File: config.mk
export PLATFORM = sky130hd
export DESIGN_NAME = i2s_tx_unit
export DESIGN_NICKNAME = d
export VERILOG_FILES = /design/src/rtl/i2s_tx_unit.sv
export SDC_FILE = /design/constraint.sdc
export NUM_CORES = 1
export LEC_CHECK = 0
export BUFFER_PORTS_ARGS = -buffer_cell sky130_fd_sc_hd__clkbuf_2
export CORE_MARGIN = 5
export CORE_UTILIZATION = 55
export DETAILED_ROUTE_END_ITERATION = 8
export HOLD_SLACK_MARGIN = 0.02
export PLACE_DENSITY_LB_ADDON = 0.12
export SLEW_MARGIN = 15
export SYNTH_ARGS = -nofsm -noshare
export SYNTH_HDL_FRONTEND = slang
export SYNTH_SLANG_ARGS = --single-unit
File: constraint.sdc
create_clock -name clk -period 3.72 [get_ports clk]
set_input_delay 0 -clock clk [delete_from_list [all_inputs] [get_ports clk]]
set_output_delay 0 -clock clk [all_outputs]
set_load 0.02 [all_outputs]
File: src/rtl/i2s_tx_unit.sv
// I2S master transmitter: buffers stereo 24-bit frames from the DSP stage in a small
// FIFO and serialises them as SCK/WS/SDO, requesting one new sample per frame.
module i2s_tx_unit #(
    parameter int unsigned CLK_DIV    = 2,
    parameter int unsigned FIFO_DEPTH = 4
) (
    input  logic             clk,
    input  logic             rst_n,
    input  logic             play_in,
    input  logic             valid_in,
    input  logic [1:0][23:0] audio_in,
    output logic             tick_out,
    output logic             sck_out,
    output logic             ws_out,
    output logic             sdo_out,
    output logic             underrun_out
);

    localparam int unsigned SAMPLE_W = 24;
    localparam int unsigned SLOT_W   = 32;
    localparam int unsigned PAD_W    = SLOT_W - SAMPLE_W;
    localparam int unsigned FRAME_W  = 2 * SLOT_W;
    localparam int unsigned BIT_W    = 6;
    localparam int unsigned DIV_W    = (CLK_DIV > 1) ? $clog2(CLK_DIV) : 1;
    localparam int unsigned PTR_W    = $clog2(FIFO_DEPTH);
    localparam int unsigned CNT_W    = PTR_W + 1;

    localparam logic [DIV_W-1:0] DIV_LAST = DIV_W'(CLK_DIV - 1);
    localparam logic [BIT_W-1:0] BIT_LAST = BIT_W'(FRAME_W - 1);
    localparam logic [BIT_W-1:0] WS_FIRST = BIT_W'(SLOT_W - 1);
    localparam logic [BIT_W-1:0] WS_LAST  = BIT_W'(FRAME_W - 2);
    localparam logic [CNT_W-1:0] CNT_FULL = CNT_W'(FIFO_DEPTH);

    localparam logic [1:0] ST_IDLE = 2'd0;
    localparam logic [1:0] ST_RUN  = 2'd1;
    localparam logic [1:0] ST_STOP = 2'd2;

    logic [1:0]               state_q, state_d;
    logic [DIV_W-1:0]         div_q, div_d;
    logic [BIT_W-1:0]         bit_q, bit_d;
    logic [FRAME_W-1:0]       shift_q, shift_d;
    logic                     sck_d, ws_d, sdo_d, tick_d, underrun_d;

    logic [1:0][SAMPLE_W-1:0] fifo_mem [FIFO_DEPTH];
    logic [PTR_W-1:0]         wr_ptr_q, rd_ptr_q;
    logic [CNT_W-1:0]         count_q;
    logic                     load, pop, push, push_ok, flush;

    // Sequencing, SCK/bit timing and frame loading; outputs precomputed for the next edge.
    always_comb begin
        state_d    = state_q;
        div_d      = div_q;
        bit_d      = bit_q;
        shift_d    = shift_q;
        sck_d      = sck_out;
        ws_d       = 1'b0;
        sdo_d      = 1'b0;
        tick_d     = 1'b0;
        underrun_d = 1'b0;
        load       = 1'b0;
        pop        = 1'b0;
        push       = 1'b0;
        flush      = 1'b0;

        case (state_q)
            ST_IDLE: begin
                flush   = 1'b1;
                div_d   = '0;
                bit_d   = '0;
                shift_d = '0;
                sck_d   = 1'b0;
                if (play_in) begin
                    state_d = ST_RUN;
                    load    = 1'b1;
                end
            end
            ST_RUN, ST_STOP: begin
                push = valid_in;
                if (state_q == ST_RUN && !play_in) begin
                    state_d = ST_STOP;
                end
                if (div_q == DIV_LAST) begin
                    div_d = '0;
                    sck_d = ~sck_out;
                    // SCK falling edge: advance the bit position
                    if (sck_out) begin
                        if (bit_q == BIT_LAST) begin
                            if (state_q == ST_STOP) begin
                                state_d = ST_IDLE;
                                flush   = 1'b1;
                                bit_d   = '0;
                                shift_d = '0;
                            end else begin
                                load = 1'b1;
                            end
                        end else begin
                            bit_d   = bit_q + 1'b1;
                            shift_d = {shift_q[FRAME_W-2:0], 1'b0};
                        end
                    end
                end else begin
                    div_d = div_q + 1'b1;
                end
            end
            default: begin
                state_d = ST_IDLE;
                flush   = 1'b1;
            end
        endcase

        // Frame boundary: pop the next frame or play silence on underrun
        if (load) begin
            pop        = (count_q != '0);
            tick_d     = 1'b1;
            underrun_d = ~pop;
            bit_d      = '0;
            if (pop) begin
                shift_d = {fifo_mem[rd_ptr_q][0], {PAD_W{1'b0}},
                           fifo_mem[rd_ptr_q][1], {PAD_W{1'b0}}};
            end else begin
                shift_d = '0;
            end
        end

        if (state_d == ST_IDLE) begin
            sck_d = 1'b0;
        end else begin
            ws_d  = (bit_d >= WS_FIRST) && (bit_d <= WS_LAST);
            sdo_d = shift_d[FRAME_W-1];
        end

        push_ok = push && !flush && ((count_q != CNT_FULL) || pop);
    end

    always_ff @(posedge clk) begin
        if (!rst_n) begin
            state_q      <= ST_IDLE;
            div_q        <= '0;
            bit_q        <= '0;
            shift_q      <= '0;
            sck_out      <= 1'b0;
            ws_out       <= 1'b0;
            sdo_out      <= 1'b0;
            tick_out     <= 1'b0;
            underrun_out <= 1'b0;
        end else begin
            state_q      <= state_d;
            div_q        <= div_d;
            bit_q        <= bit_d;
            shift_q      <= shift_d;
            sck_out      <= sck_d;
            ws_out       <= ws_d;
            sdo_out      <= sdo_d;
            tick_out     <= tick_d;
            underrun_out <= underrun_d;
        end
    end

    // FIFO pointers and occupancy
    always_ff @(posedge clk) begin
        if (!rst_n || flush) begin
            wr_ptr_q <= '0;
            rd_ptr_q <= '0;
            count_q  <= '0;
        end else begin
            if (push_ok) begin
                wr_ptr_q <= wr_ptr_q + 1'b1;
            end
            if (pop) begin
                rd_ptr_q <= rd_ptr_q + 1'b1;
            end
            count_q <= count_q + CNT_W'(push_ok) - CNT_W'(pop);
        end
    end

    always_ff @(posedge clk) begin
        if (rst_n && push_ok) begin
            fifo_mem[wr_ptr_q] <= audio_in;
        end
    end

endmodule
-- Word-level counts from Yosys, hierarchy flattened
Memory sizes are Yosys's and may differ from the RTL's. A register that Yosys moved wholly into a read port is not among the register bits.
Cells that the tools add are included.
- bitwise logic cells: 3
- mux-type cells: 42
- order comparisons: 2
- eq/ne operators: 8
- $add $sub $neg: 6
- reduce and logical (&&, ||, !) cells: 20
- operators by type and width (cell ; count):
    $mux W64 ; 6
    $pmux W64 S2 ; 1
    $mux W6 ; 5
    $mux W1 ; 17
    $mux W2 ; 8
    $pmux W6 S2 ; 1
    $ne A3 B3 Y1 const B ; 3
    $add A6 B1 Y6 const B ; 1
    $eq A6 B6 Y1 const B ; 1
    $ge A6 B5 Y1 const B ; 1
    $le A6 B6 Y1 const B ; 1
    $pmux W1 S2 ; 3
    $reduce_bool A3 Y1 ; 2
    $logic_and A1 B1 Y1 ; 5
    $add A2 B1 Y2 const B ; 2
    $logic_not A2 Y1 ; 2
    $ne A4 B4 Y1 const B ; 1
    $pmux W2 S2 ; 1
    $reduce_and A2 Y1 ; 2
    $reduce_and A4 Y1 ; 1
    $reduce_or A2 Y1 ; 2
    $add A3 B1 Y3 ; 1
    $logic_not A1 Y1 ; 3
    $not A1 Y1 ; 3
    7 further kinds ; 8
- word-level logic and storage cells: 95
- RAM bits: 192
- register bits after elaboration: 85
- bits of input ports: 52
- output and inout bits: 5
- memories: 1
- memory list (name ; words ; bits a word ; rd ports ; clocked after memory_dff ; write ports ; RTL line ; source):
    fifo_mem ; 4 ; 48 ; 1 ; 1 ; 1 ; 44 ; logic [1:0][SAMPLE_W-1:0] fifo_mem [FIFO_DEPTH];

-- Longest topological paths before layout
- depth after elaboration: 12
- gate-level depth with buffers: 15
- gate-level depth less buffers: 15

-- Worst setup path after synthesis
Ideal clock, no wire load.
- kind: register to register
- start point: reg state_q[1]
- end point: mem fifo_mem[0][0] (netlist name), enable pin
- period minus slack after synthesis: 3.482 ns
- setup slack: 0.238 ns
- arrival: 3.071 ns
- data required time: 3.309 ns
- cell stages (with the launch flop): 9
- cells stage by stage: dfxtp_1 inv_1 ha_1 clkbuf_1 inv_1 a41oi_1 nand2_1 nor2_1 and2_1
- cells in the longest elaborated chain, start to end: 12
- ends and longest elaborated chain (item ; RTL line ; source):
    from (decl) ; 38 ; logic [1:0] state_q, state_d;
    from (signal assigned) ; 147 ; state_q <= state_d;
    $eq A2 B2 Y1 ; 65, 88 ;
    $mux W1 ; 88 ; if (state_q == ST_STOP) begin
    $mux W1 ; 87 ; if (bit_q == BIT_LAST) begin
    $mux W1 ; 86 ; if (sck_out) begin
    $mux W1 ; 82 ; if (div_q == DIV_LAST) begin
    $pmux W1 S2 or $mux W1 (tied branches) ; 65 ; case (state_q)
    $mux W1 or $logic_not A1 Y1 (tied branches) ; 112, 132 ;
    $logic_or A1 B1 Y1 or $logic_and A1 B1 Y1 (tied branches) ; 132 ; push_ok = push && !flush && ((count_q != CNT_FULL) || pop);
    $logic_and A1 B1 Y1 * ; 132 ;
    $logic_and A1 B1 Y1 * ; 177 ; if (rst_n && push_ok) begin
    $mux W1 * ; 177 ;
    $mux W1 (not written as such) * ; 178 ; fifo_mem[wr_ptr_q] <= audio_in;
    to (decl) ; 44 ;
Every way passes the cells marked *; elsewhere a longest branch is shown, timed or not.

-- Worst setup path in the final report
- start point: reg bit_q[0]
- end point: reg count_q[2]
- cells in the longest elaborated chain, start to end: 10
- ends and longest elaborated chain (item ; RTL line ; source):
    from (decl) ; 40 ; logic [BIT_W-1:0] bit_q, bit_d;
    from (signal assigned) ; 149 ; bit_q <= bit_d;
    $eq A6 B6 Y1 * ; 87 ;
    $mux W1 ; 87 ;
    $mux W1 ; 86 ;
    $mux W1 ; 82 ;
    $pmux W1 S2 or $mux W1 (tied branches) ; 65 ;
    $mux W1 or $logic_not A1 Y1 (tied branches) ; 112, 132 ;
    $logic_or A1 B1 Y1 or $logic_and A1 B1 Y1 (tied branches) ; 132 ;
    $logic_and A1 B1 Y1 ; 132 ;
    $add A3 B1 Y3 ; 172 ; count_q <= count_q + CNT_W'(push_ok) - CNT_W'(pop);
    $sub A3 B1 Y3 ; 172 ;
    to (signal assigned) ; 172 ;
    to (decl) ; 46 ; logic [CNT_W-1:0] count_q;
Marks and branches as above.
A chain may end at the register's enable or synchronous reset.

==> results.sh <==
export IMPL_place_port_buffers=56
export IMPL_rows=51
export IMPL_ant_nets=0
export IMPL_drive_gt1_share_pct=20.78
export IMPL_yosys_top_cells_area="edfxtp_1, dfxtp_1, mux4_2, a221oi_1, o21ai_0"
export IMPL_overflow=0
export IMPL_power_frac_clock_pct=40.9
export IMPL_drt_pass1_iterations=7
export IMPL_status="complete, no violations"
export IMPL_yosysSeqAreaShare_pct=69.69
export IMPL_synthCells=694
export IMPL_p_switching_w=0.001347
export IMPL_internal_power_w=0.005074
export IMPL_path_clk_slew_ps=60
export IMPL_finClkSkew_ps=21.64
export IMPL_combPwrFrac_pct=6.2
export IMPL_cts_buffers=28
export IMPL_clk_path_buf_depth=3
export IMPL_final_cell_mix="edfxtp_1, dfxtp_1, nor2_1, clkbuf_2, o21ai_0"
export IMPL_core_area_um2=19330
export IMPL_ys_types=47
export IMPL_ys_warn_count=0
export IMPL_drc=0
export IMPL_tightest_slew_ps=755.4
export IMPL_crit_type="reg2reg"
export IMPL_num_fill_cells=1341
export IMPL_drv_slew=0
export IMPL_dpl_hpwl_um=11570
export IMPL_root_buffer="clkbuf_16"
export IMPL_worst_setup_path_start_kind="register"
export IMPL_synth_nets=759
export IMPL_async_flop_share_pct=0
export IMPL_drt_wl_total_um=20500
export IMPL_ir_drop_mv=0.3869
export IMPL_synth_top_area_share_pct=53.67
export IMPL_grt_max_degree=73
export IMPL_htreeDepth=1
export IMPL_fmax_mhz=295.6
export IMPL_cts_tree="yes"
export IMPL_initial_core_util_pct=55.56
export IMPL_setup_viol=0
export IMPL_p_leak_nw=4.213
export IMPL_synth_edff_count=192
export IMPL_synth_seq_cells=278
export IMPL_post_drt_wl_per_cell_um=18.83
export IMPL_seqPwrFrac_pct=53.0
export IMPL_slew_headroom_pct=49.64
export IMPL_cts_sinks=278
export IMPL_drtIter0Drc=518
export IMPL_die_area_um2=22430
export IMPL_synthFlopType="edfxtp_1"
export IMPL_dp_cells=986
export IMPL_layout_nets=867
export IMPL_layout_commonest_cell="edfxtp_1"
export IMPL_grt_antenna_before_repair=1
export IMPL_hp_class="in2reg"
export IMPL_p_per_area_nw_per_um2=502.2
export IMPL_netlist_area_um2=10740
export IMPL_syn_avg_cell_area_um2=15.48
export IMPL_sw_frac_of_total_pct=20.98
export IMPL_finalCritPeriodShare_pct=90.93
export IMPL_via_per_inst=5.816
export IMPL_die_w_um=149.8
export IMPL_syn_to_final_growth_pct=19.03
export IMPL_die_h_um=149.8
export IMPL_yosysTopAreaCell="edfxtp_1"
export IMPL_multi_input_area_um2=3062
export IMPL_place_gp_congestion=0.9080
export IMPL_clkLatencyLatePin_ps=540
export IMPL_maxCapViolCount=0
export IMPL_seq_area_um2=7492
export IMPL_setup_worst_path_end_class="register"
export IMPL_grt_pass1_wl_um=33950
export IMPL_setup_tns_ps=0
export IMPL_post_cts_setup_buffer_count=0
export IMPL_post_route_min_period_ps=3382
export IMPL_hold_viol_final=0
export IMPL_crit_fanout=8
export IMPL_arrival_ps=3790
export IMPL_ios=57
export IMPL_rsz0062_at_grt="no"
export IMPL_grt_use_total_pct=19.11
export IMPL_via_count=6334
export IMPL_grt_pass1_vias=6379
export IMPL_stdcell_count=1089
export IMPL_crit_required_ps=4130
[power by group through the flow]
| stage | combinational, W | clock (W) | sequential, W |
|---|---|---|---|
| 2_1_floorplan | 0.000224 | 0 | 0.00346 |
| 3_3_place_gp | 0.000338 | 0 | 0.00346 |
| 3_5_place_dp | 0.000350 | 0 | 0.00347 |
| 4_1_cts | 0.000396 | 0.00269 | 0.00340 |
| 5_1_grt | 0.000442 | 0.00284 | 0.00341 |
| 6_report | 0.000396 | 0.00262 | 0.00340 |
[area by class of cell]
type	count	area share (%)
flip-flops and latches	278	58.59
multi-input cells	361	23.94
repair buffers	125	7.828
clock buffers	35	5.763
well taps	265	2.593
clock inverters	16	1.027
inverters	8	0.2348
diodes	1	0.01957
[flip-flops by register name, indices dropped and copies added, names as in the netlist, 2 cells and up, named ones only]
signal and cells:
bit_q 6, count_q 3, fifo_mem 192, rd_ptr_q 2, shift_q 63, state_q 2
wr_ptr_q 2
[worst max-delay path: stages (launching register included)]
cell      delay [ps]
dfxtp_1          380
ha_1             290
and4_1           450
a41oi_2          290
nor2_2           240
o21ai_0          150
nand2b_1         170
ha_1             290
inv_1             60
ha_1             130
inv_1             50
fa_1             380
xor2_1           200
xnor2_1          140
nor2_1            50
[path summary, 6_finish.rpt]
| path | start | to | slack (ps) | cells past startpoint |
|---|---|---|---|---|
| worst min register to register | shift_q[32] | shift_q[32] | 460 | 2 |
| worst max-delay path | bit_q[0] | count_q[2] | 340 | 14 |
| worst min-delay path | audio_in[2] | fifo_mem[1][2] | 220 | 2 |
| worst max register to register | bit_q[0] | count_q[2] | 340 | 14 |
[cell families (layout without fill, tap and decap cells)]
logic type                 after synthesis  after routing  share of synthesized area, %
other                                    0              1                             0
AOI/OAI and AO/OA                      142            142                         9.481
buffers and inverters                   55            184                         2.073
and+or+nand+nor                        151            151                         6.510
muxes                                   50             50                         10.25
xor gates and xnor gates                 5              5                        0.4077
adders and majority gates               13             13                         1.584
DFF                                    278            278                         69.69
[cell usage after synthesis, types with 4 or more instances]
| cell | number |
|---|---|
| a41oi_1 | 5 |
| nand2b_1 | 4 |
| o21ai_0 | 52 |
| a21boi_0 | 12 |
| nand3_1 | 15 |
| mux4_2 | 48 |
| edfxtp_1 | 192 |
| a221oi_1 | 48 |
| and2_1 | 14 |
| nor2_1 | 69 |
| nand2_1 | 24 |
| dfxtp_1 | 86 |
| and3_1 | 7 |
| ha_1 | 12 |
| inv_1 | 8 |
| clkbuf_1 | 33 |
| a21oi_1 | 5 |
| buf_2 | 10 |
| nor2b_1 | 4 |
[through the flow]
step	power, W	instance area, µm²	setup WS, ps	utilization, %	hold slack (ps)
after global routing	0.006686	12790	35.08	66.14	222.2
after floorplan	0.003686	10740	238.4	-	98.87
after detailed placement	0.003817	11400	188.2	58.94	220.9
after CTS	0.006486	12770	175.9	66.07	192.2
final	0.006421	12790	337.6	66.14	222.1
after global placement	0.003801	11400	397.6	58.94	211.5
[routing by layer]
layer,up-vias,GRT usage (%),share of wire (%)
li1,2950,-,-
met1,3169,27.21,43
met2,179,31.65,50
met3,36,3.028,5.0
met4,0,4.209,1.9
met5,-,0,0
[repair_timing]
item / in CTS / in global routing
hold endpoints to repair: 202 / 0
resized for setup: 0 / 2
setup endpoints to repair: 0 / 1
hold buffers: 51 / 0
Power figures use the tool's default switching activity.
